## config.mk

```make
export PLATFORM = sky130hd
export DESIGN_NAME = ff_conv_arbiter
export DESIGN_NICKNAME = d
export VERILOG_FILES = /design/src/rtl/ff_conv_arbiter_pkg.sv /design/src/rtl/ff_rr_pick.sv /design/src/rtl/ff_conv_arbiter.sv
export SDC_FILE = /design/constraint.sdc
export NUM_CORES = 1
export LEC_CHECK = 0
export BUFFER_PORTS_ARGS = -buffer_cell sky130_fd_sc_hd__clkbuf_2
export CORE_MARGIN = 1.5
export CORE_UTILIZATION = 47
export CTS_CLUSTER_DIAMETER = 50
export DETAILED_ROUTE_END_ITERATION = 6
export GPL_TIMING_DRIVEN = 0
export PLACE_DENSITY = 0.91
export SLEW_MARGIN = 5
export SYNTH_ARGS = -nofsm -noshare
export SYNTH_HDL_FRONTEND = slang
export SYNTH_HIERARCHICAL = 1
export SYNTH_SLANG_ARGS = --single-unit
```

## constraint.sdc

```tcl
create_clock -name CLK -period 4.61 [get_ports CLK]
set_clock_uncertainty 0.1 [all_clocks]
set_input_delay 0.461 -clock CLK [delete_from_list [all_inputs] [get_ports CLK]]
set_output_delay 0.461 -clock CLK [all_outputs]
set_load 0.02 [all_outputs]
```

## src/rtl/ff_conv_arbiter_pkg.sv

```systemverilog
// Shared definitions for the float-to-fixed converter arbiter: state encoding,
// operand width and the default watchdog limit.
package ff_conv_arbiter_pkg;

   localparam int unsigned OP_W            = 32;
   localparam int unsigned TIMEOUT_CYC_DEF = 64;

   typedef enum logic [2:0] {
      StInit,
      StIdle,
      StLoad,
      StWait,
      StClear
   } arb_state_e;

endpackage

```

## src/rtl/ff_rr_pick.sv

```systemverilog
// Combinational round-robin picker: returns the first set request at or after
// the pointer, wrapping modulo N_REQ.
module ff_rr_pick #(
   parameter int unsigned N_REQ = 4,
   parameter int unsigned IDW   = 2
) (
   input  logic [N_REQ-1:0] req_i,
   input  logic [IDW-1:0]   ptr_i,
   output logic [IDW-1:0]   grant_o,
   output logic             valid_o
);

   int idx;

   // Scan from the farthest slot back to the pointer so the nearest set bit wins.
   always_comb begin
      grant_o = '0;
      valid_o = |req_i;
      idx     = 0;
      for (int k = int'(N_REQ) - 1; k >= 0; k--) begin
         idx = int'(ptr_i) + k;
         if (idx >= int'(N_REQ)) begin
            idx = idx - int'(N_REQ);
         end
         if (req_i[idx]) begin
            grant_o = IDW'(idx);
         end
      end
   end

endmodule

```

## src/rtl/ff_conv_arbiter.sv

```systemverilog
// Round-robin arbiter/sequencer sharing one float-to-fixed converter among N_REQ
// requesters. Optional watchdog enabled by defining FF_ARB_TIMEOUT_EN.
module ff_conv_arbiter
   import ff_conv_arbiter_pkg::*;
#(
   parameter int unsigned N_REQ       = 4,
   parameter int unsigned IDW         = 2,
   parameter int unsigned TIMEOUT_CYC = TIMEOUT_CYC_DEF
) (
   input  logic                  CLK,
   input  logic                  RST_N,
   input  logic [N_REQ-1:0]      REQ,
   input  logic [OP_W*N_REQ-1:0] REQ_F,
   output logic [N_REQ-1:0]      DONE,
   output logic [OP_W-1:0]       RESULT,
   output logic [IDW-1:0]        RESULT_ID,
   output logic                  BUSY,
   output logic [OP_W-1:0]       CONV_F,
   output logic                  CONV_BEGIN,
   output logic                  CONV_RST_FSM,
   input  logic                  CONV_ACK,
   input  logic [OP_W-1:0]       CONV_RESULT
`ifdef FF_ARB_TIMEOUT_EN
   ,
   output logic                  TIMEOUT_ERR
`endif
);

   arb_state_e           state_q, state_d;
   logic [IDW-1:0]       ptr_q, ptr_d;
   logic [IDW-1:0]       id_q, id_d;
   logic [OP_W-1:0]      result_q, result_d;
   logic [OP_W-1:0]      conv_f_q, conv_f_d;
   logic [N_REQ-1:0]     done_q, done_d;
   logic                 busy_q, busy_d;
   logic                 begin_q, begin_d;
   logic                 rst_fsm_q, rst_fsm_d;
   logic [IDW-1:0]       grant;
   logic                 any_valid;

`ifdef FF_ARB_TIMEOUT_EN
   localparam int unsigned CntW = $clog2(TIMEOUT_CYC + 1);
   logic [CntW-1:0]      cnt_q, cnt_d;
   logic                 terr_q, terr_d;
   assign TIMEOUT_ERR = terr_q;
`else
   logic                 unused_timeout_cyc;
   assign unused_timeout_cyc = ^TIMEOUT_CYC;
`endif

   ff_rr_pick #(
      .N_REQ (N_REQ),
      .IDW   (IDW)
   ) u_pick (
      .req_i   (REQ),
      .ptr_i   (ptr_q),
      .grant_o (grant),
      .valid_o (any_valid)
   );

   always_comb begin
      state_d  = state_q;
      ptr_d    = ptr_q;
      id_d     = id_q;
      result_d = result_q;
      conv_f_d = conv_f_q;
`ifdef FF_ARB_TIMEOUT_EN
      cnt_d    = cnt_q;
      terr_d   = terr_q;
`endif
      unique case (state_q)
         // INIT lingers until the converter reset pulse has been on the wire a cycle.
         StInit: if (rst_fsm_q) state_d = StIdle;
         StIdle: begin
            if (any_valid) begin
               id_d     = grant;
               conv_f_d = REQ_F[int'(grant)*OP_W +: OP_W];
               state_d  = StLoad;
            end
         end
         StLoad: state_d = StWait;
         StWait: begin
            if (CONV_ACK) begin
               result_d = CONV_RESULT;
               state_d  = StClear;
            end
`ifdef FF_ARB_TIMEOUT_EN
            else if (cnt_q == CntW'(TIMEOUT_CYC - 1)) begin
               result_d = '0;
               terr_d   = 1'b1;
               state_d  = StClear;
            end else begin
               cnt_d = cnt_q + 1'b1;
            end
`endif
         end
         StClear: begin
            ptr_d   = (id_q == IDW'(N_REQ - 1)) ? '0 : id_q + 1'b1;
            state_d = StIdle;
`ifdef FF_ARB_TIMEOUT_EN
            cnt_d   = '0;
`endif
         end
         default: state_d = StInit;
      endcase
   end

   // Handshake outputs are registered from the next state so reset drives them all low.
   always_comb begin
      busy_d    = (state_d != StIdle);
      begin_d   = (state_d == StWait);
      rst_fsm_d = (state_d == StInit) || (state_d == StClear);
      done_d    = '0;
      if (state_d == StClear) begin
         done_d[id_q] = 1'b1;
      end
   end

   always_ff @(posedge CLK or negedge RST_N) begin
      if (!RST_N) begin
         state_q   <= StInit;
         ptr_q     <= '0;
         id_q      <= '0;
         result_q  <= '0;
         conv_f_q  <= '0;
         done_q    <= '0;
         busy_q    <= 1'b0;
         begin_q   <= 1'b0;
         rst_fsm_q <= 1'b0;
`ifdef FF_ARB_TIMEOUT_EN
         cnt_q     <= '0;
         terr_q    <= 1'b0;
`endif
      end else begin
         state_q   <= state_d;
         ptr_q     <= ptr_d;
         id_q      <= id_d;
         result_q  <= result_d;
         conv_f_q  <= conv_f_d;
         done_q    <= done_d;
         busy_q    <= busy_d;
         begin_q   <= begin_d;
         rst_fsm_q <= rst_fsm_d;
`ifdef FF_ARB_TIMEOUT_EN
         cnt_q     <= cnt_d;
         terr_q    <= terr_d;
`endif
      end
   end

   assign DONE         = done_q;
   assign RESULT       = result_q;
   assign RESULT_ID    = id_q;
   assign BUSY         = busy_q;
   assign CONV_F       = conv_f_q;
   assign CONV_BEGIN   = begin_q;
   assign CONV_RST_FSM = rst_fsm_q;

endmodule

```

Yosys cells after proc, flatten, opt, wreduce, memory -nomap -nowiden
Cells that the tools add are included.

operators by class
  add/sub/neg operators = 8
  magnitude comparators = 10
  eq/ne operators = 8
  shifts and indexed selects = 1
  multiplexer cells = 28
  reductions and logical operators = 7

operators by type and width
  kind                     count
  $lt A32 B4 Y1 const B    4
  $mux W32                 4
  $shiftx A128 B8 Y32      1
  $ge A32 B4 Y1 const B    3
  $sub A32 B4 Y32 const B  3
  $pmux W3 S5              1
  $mux W2                  5
  $eq A3 B2 Y1 const B     3
  $mux W1                  9
  $mux W3                  3
  $bmux W1 S2              4
  $add A2 B2 Y3 const B    2
  $eq A3 B3 Y1 const B     2
  $logic_not A3 Y1         2
  $mux W4                  1
  $reduce_and A2 Y1        2
  $reduce_or A4 Y1         1
  $sub A2 B3 Y4 const B    1
  $add A2 B1 Y3 const B    1
  $eq A3 B1 Y1 const B     1
  $ge A2 B3 Y1 const B     1
  $lt A2 B3 Y1 const B     1
  $ne A3 B1 Y1 const B     1
  $add A2 B1 Y2 const B    1
  other kinds (5)          5

storage, ports and cells
  flip-flop bits (word level) = 78
  bits of input ports = 167
  output and inout bits = 73
  logic and storage cells = 71

Longest topological paths before layout
  depth in word-level cells = 11
  gate-level depth with buffers = 7
  depth with buffers taken out = 5

By module
Netlist, hierarchy kept.

modules (own cells, without submodules)
  module           times used  cells each  area an instance (sq um)  seq. area each (sq um)
  ff_conv_arbiter  1           219         3,866.2                   1,951.9
  ff_rr_pick       1           13          77.6                      0.0

Worst setup path before layout
OpenSTA, ideal clock, no wires.

  kind = register to register
  start = register ptr_q[1]
  end = register conv_f_q[2] (netlist: CONV_F[2])
  library setup time = 125 ps
  arrival time = 1,824 ps
  data required time = 4,385 ps
  path slack = 2,561 ps
  stages on the path, launching flop included = 7
  path buffers = 2
  clock period less this slack = 2,049 ps
  path through = dfrtp_1 mux2i_1 a211oi_2 buf_6 buf_12 mux4_2 mux2_4

between the ends
  word-level cells in the longest chain between the ends = 11
  elaborated cells between the ends (all ways) = 32
  those cells by class = 7 x add/sub; 4 x order compare; 1 x shift; 20 x mux

ends and longest elaborated chain
  what                                              RTL line                            text
  start, declared                                   ff_conv_arbiter.sv:30               logic [IDW-1:0] ptr_q, ptr_d;
  start signal, assigned                            ff_conv_arbiter.sv:136              ptr_q <= ptr_d;
  $add A2 B2 Y3                                     ff_rr_pick.sv:21                    idx = int'(ptr_i) + k;
  $sub A32 B4 Y32 or $ge A32 B4 Y1 (tied branches)  ff_rr_pick.sv:23, ff_rr_pick.sv:22
  $mux W32                                          ff_rr_pick.sv:22                    if (idx >= int'(N_REQ)) begin
  $bmux W1 S2                                       ff_rr_pick.sv:25                    if (req_i[idx]) begin
  $mux W1 (not written as such) (2 in a row)        ff_rr_pick.sv:25
  $mux W2 (3 in a row)                              ff_rr_pick.sv:25
  $mux W2 *                                         ff_rr_pick.sv:25
  net grant[0]                                      ff_conv_arbiter.sv:38               logic [IDW-1:0] grant;
  $shiftx A128 B8 Y32 *                             ff_conv_arbiter.sv:77               conv_f_d = REQ_F[int'(grant)*OP_W +: OP_W];
  end signal, assigned                              ff_conv_arbiter.sv:139              conv_f_q <= conv_f_d;
  end, declared                                     ff_conv_arbiter.sv:33               logic [OP_W-1:0] conv_f_q, conv_f_d;

The timed path passes the listed nets; every way through them passes the cells marked *. The select of a mux whose other input is x is not followed.
A chain may end at the register's enable or synchronous reset.

Worst setup path in the final report
  start = register ptr_q[1]
  end = register conv_f_q[19] (netlist: CONV_F[19])

Same word-level chain as after synthesis.

==> summary.txt <==
Critical path
  • Slowest cell on the critical path: dfrtp_1
  • Critical-path cell list: nor3b_1 > a211oi_1 > nor2_1 > clkbuf_1 > buf_2 > mux4_2 > mux2_4
  • CP Class: reg -> reg
  • Crit path largest cell delay: 0.44 ns
  • Worst-path fanout max: 10
  • CP bufs+invs: 2
  • Top delay family on crit path: buffers and inverters
  • Startpoint Class: flip-flop
  • Worst Path Arrival: 2.49 ns
  • WP data required: 4.73 ns
  • Worst Setup End Kind: flip-flop

Global routing
  • Total grt overflow: 0
  • GRT Util Overall: 23.0%
  • Largest net degree at the start of global routing: 41
  • Vias in the first global route: between 3000 and 4000
  • First-pass GRT wire length: 15.2 mm
  • Initial antenna violation count: 0

Power and ir drop
  • Psw: between 1000 and 1500 uW
  • Leakage: around 0.0028 uW
  • Power Density: 676 mW/mm2
  • Clock power frac: 12.5%
  • Max VDD drop: 0.000325 V
  • Flop pwr share: 33.2%
  • Int Power: 2260 uW
  • Combinational share of power: 54.4%
  • Switching share of total power: 39.0%

Finish
  • Area grow syn2layout: 38.9%
  • Finished Cell Area: 0.00548 mm2
  • Layout net count: 654
  • Util after Layout: 67.0%
  • Commonest non-fill, non-tap cell in the layout: clkbuf_2
  • Multi-input logic area: 0.00183 mm2
  • Filler cells: 625
  • Share of cells above drive strength 1: 76.0%
  • Most frequent cells in the layout: clkbuf_2 (238), dfrtp_1 (78), mux2_2 (37)
  • N_diodes: 0
  • Register area: 0.00195 mm2

Synthesis
  • Simple-gate area share of the yosys netlist: 3.43%
  • Ys Warns: 6
  • Adder-Cell Fraction of Synth Area: 1.27%
  • Sequential area share after synthesis: 49.5%
  • Post-synthesis xor/xnor area fraction: 0%
  • #FFs+latches synth: 78
  • Largest family of logic cells by synthesized area: multiplexers
  • Mapped Cells: 232
  • Distinct cell type count after synthesis: 28
  • Syn nets: 403
  • Synth Area per Inst: 17.0 um2
  • Mux contribution to synthesized area: 40.4%
  • Post-synthesis instance area: 0.00394 mm2
  • Post-synthesis compound-gate area fraction: 1.40%

Clock tree
  • H-tree depth: 3
  • Hold_buf cts: 0
  • Clock slew seen by the registers of the worst setup and hold paths: 0.08 ns
  • Cts bufs inserted: 9
  • Root Buffer: clkbuf_8
  • Max Buffers Root-to-Sink: 2
  • Post-cts sizing count: 0
  • CTS tree: done
  • Clk Latency, worst-skew pair: 0.35 ns
  • Clock sink count: between 70 and 80
  • Post-CTS setup buffer count: 0

Place
  • Dpl cell area: 0.00529 mm2
  • GP Congestion: 0.765
  • HPWL Detailed: 8.47 mm
  • I/O Buffers: 239

STA
  • Final Max Slew Viols: 0
  • Fmax: 422 MHz
  • Final period utilization: 51.4%
  • RSZ-0062 raised after global routing: false
  • Final setup fails: 0
  • Worst slew pin tran: 0.523 ns
  • Hold violation total from the final report: 0
  • Final setup TNS: 0 ns
  • Min Tclk post-route: 2.37 ns
  • Worst hold slack: 0.00926 ns
  • Slew headroom: roughly 65%

Floorplan
  • Ports: 240
  • Die Y: 94.6 um
  • DIE WIDTH: 94.6 um
  • Core area: 0.00818 mm2
  • Die area: 0.00895 mm2
  • Initial Utilization: 48.2%
  • FP Rows: 33

Detailed routing
  • Vias/cell: 5.20
  • Router iterations before antenna repair: 4
  • Post-route ant nets: 0
  • Final WL: 10.3 mm
  • Wire length per cell: 17.4 um
  • Iteration-0 DRC Markers: 95
  • # DRC: 0
  • Vias: ~3100

Job
  • Max cap viols: 0

Status
  • Outcome: completed

Hold path
  • Hold crit path type: in -> async
[power groups by stage]
stage               clock network [uW]  registers [uW]  logic, uW
floorplan                            0            1590       1050
global placement                     0            1220       1960
detailed placement                   0            1230       2040
CTS                                477            1230       2040
global route                       507            1260       2150
finish                             461            1230       2010
[worst reg2reg max path: stages, from the launching register on]
cell      delay, ns
dfrtp_1        0.44
nor3b_1        0.22
a211oi_1       0.07
nor2_1         0.09
clkbuf_1       0.33
buf_2          0.36
mux4_2         0.36
mux2_4         0.27
[cell type report]
type                       instances  share of cell area [%]
clock buffer                      10                    2.51
multi-input combinational        134                    33.5
inverter                           4                   0.274
clock inverter                     6                   0.822
buffer                            16                    2.60
timing repair buffer             240                    22.3
sequential                        78                    35.6
tap                              105                    2.40
[per-layer routing]
metal | part of all wire [%] | up-vias | GRT usage [%]
met3 | 7.6 | 16 | 5.39
li1 | - | 1380 | -
met4 | 1.8 | 0 | 8.96
met5 | 0 | - | 0
met2 | 55 | 175 | 43.3
met1 | 36 | 1513 | 24.7
[Yosys cell counts]
cell | count | area [um2]
dfrtp_1 | 78 | 1950
mux2_2 | 37 | 417
mux2_4 | 29 | 435
mux4_2 | 29 | 653
buf_2 | 6 | 30.0
buf_4 | 5 | 37.5
nor2_1 | 5 | 18.8
and2_1 | 4 | 25.0
ha_1 | 4 | 50.1
inv_1 | 4 | 15.0
nand2_1 | 4 | 15.0
buf_12 | 3 | 60.1
mux4_1 | 3 | 78.8
a211oi_1 | 2 | 15.0
a21oi_1 | 2 | 10.0
nand2b_1 | 2 | 12.5
nor3b_1 | 2 | 15.0
o21ai_0 | 2 | 10.0
or2_2 | 2 | 12.5
a211oi_2 | 1 | 12.5
and4b_1 | 1 | 10.0
and4bb_2 | 1 | 12.5
buf_6 | 1 | 11.3
clkbuf_1 | 1 | 3.75
mux2i_1 | 1 | 10.0
nor3_1 | 1 | 5.00
o21bai_1 | 1 | 7.51
or3b_2 | 1 | 8.76
[final timing paths]
kind / start / end / slack (ns) / depth (start not counted)
worst min-delay path: RST_N / RESULT[10]$_DFFE_PN0P_ / 0.009 / 1
worst max register to register: ptr_q[1]$_DFFE_PN0N_ / CONV_F[19]$_DFFE_PN0P_ / 2.24 / 7
min in group CLK: CONV_RESULT[1] / RESULT[1]$_DFFE_PN0P_ / 0.24 / 2
max in group asynchronous: RST_N / CONV_F[1]$_DFFE_PN0P_ / 3.81 / 2
worst min register to register: RESULT[24]$_DFFE_PN0P_ / RESULT[24]$_DFFE_PN0P_ / 0.41 / 1
worst max-delay path: ptr_q[1]$_DFFE_PN0N_ / CONV_F[19]$_DFFE_PN0P_ / 2.24 / 7
[state kept, by name (all words and copies together), names as in the netlist]
name          flops
CONV_F           32
RESULT           32
DONE              4
state_q           3
RESULT_ID         2
ptr_q             2
BUSY              1
CONV_BEGIN        1
CONV_RST_FSM      1
[kinds of logic (layout without fill, tap and decap cells)]
| group | after synthesis | after routing |
|---|---|---|
| adder cells (fa/ha/maj) | 4 | 4 |
| flip-flops | 78 | 78 |
| AND/OR/NAND/NOR | 23 | 23 |
| buffers and inverters | 20 | 276 |
| AO/OA/AOI/OAI | 8 | 8 |
| multiplexers | 99 | 99 |
[through the flow]
stage / power [uW] / cells / worst slack, ns
2_1_floorplan: 2640 / 232 / 2.56
3_5_place_dp: 3280 / 577 / 2.12
4_1_cts: 3740 / 593 / 2.25
5_1_grt: 3920 / 593 / 2.15
3_3_place_gp: 3180 / 576 / 2.16
6_report: 3700 / 593 / 2.24
(Power assumes the default switching activity.)
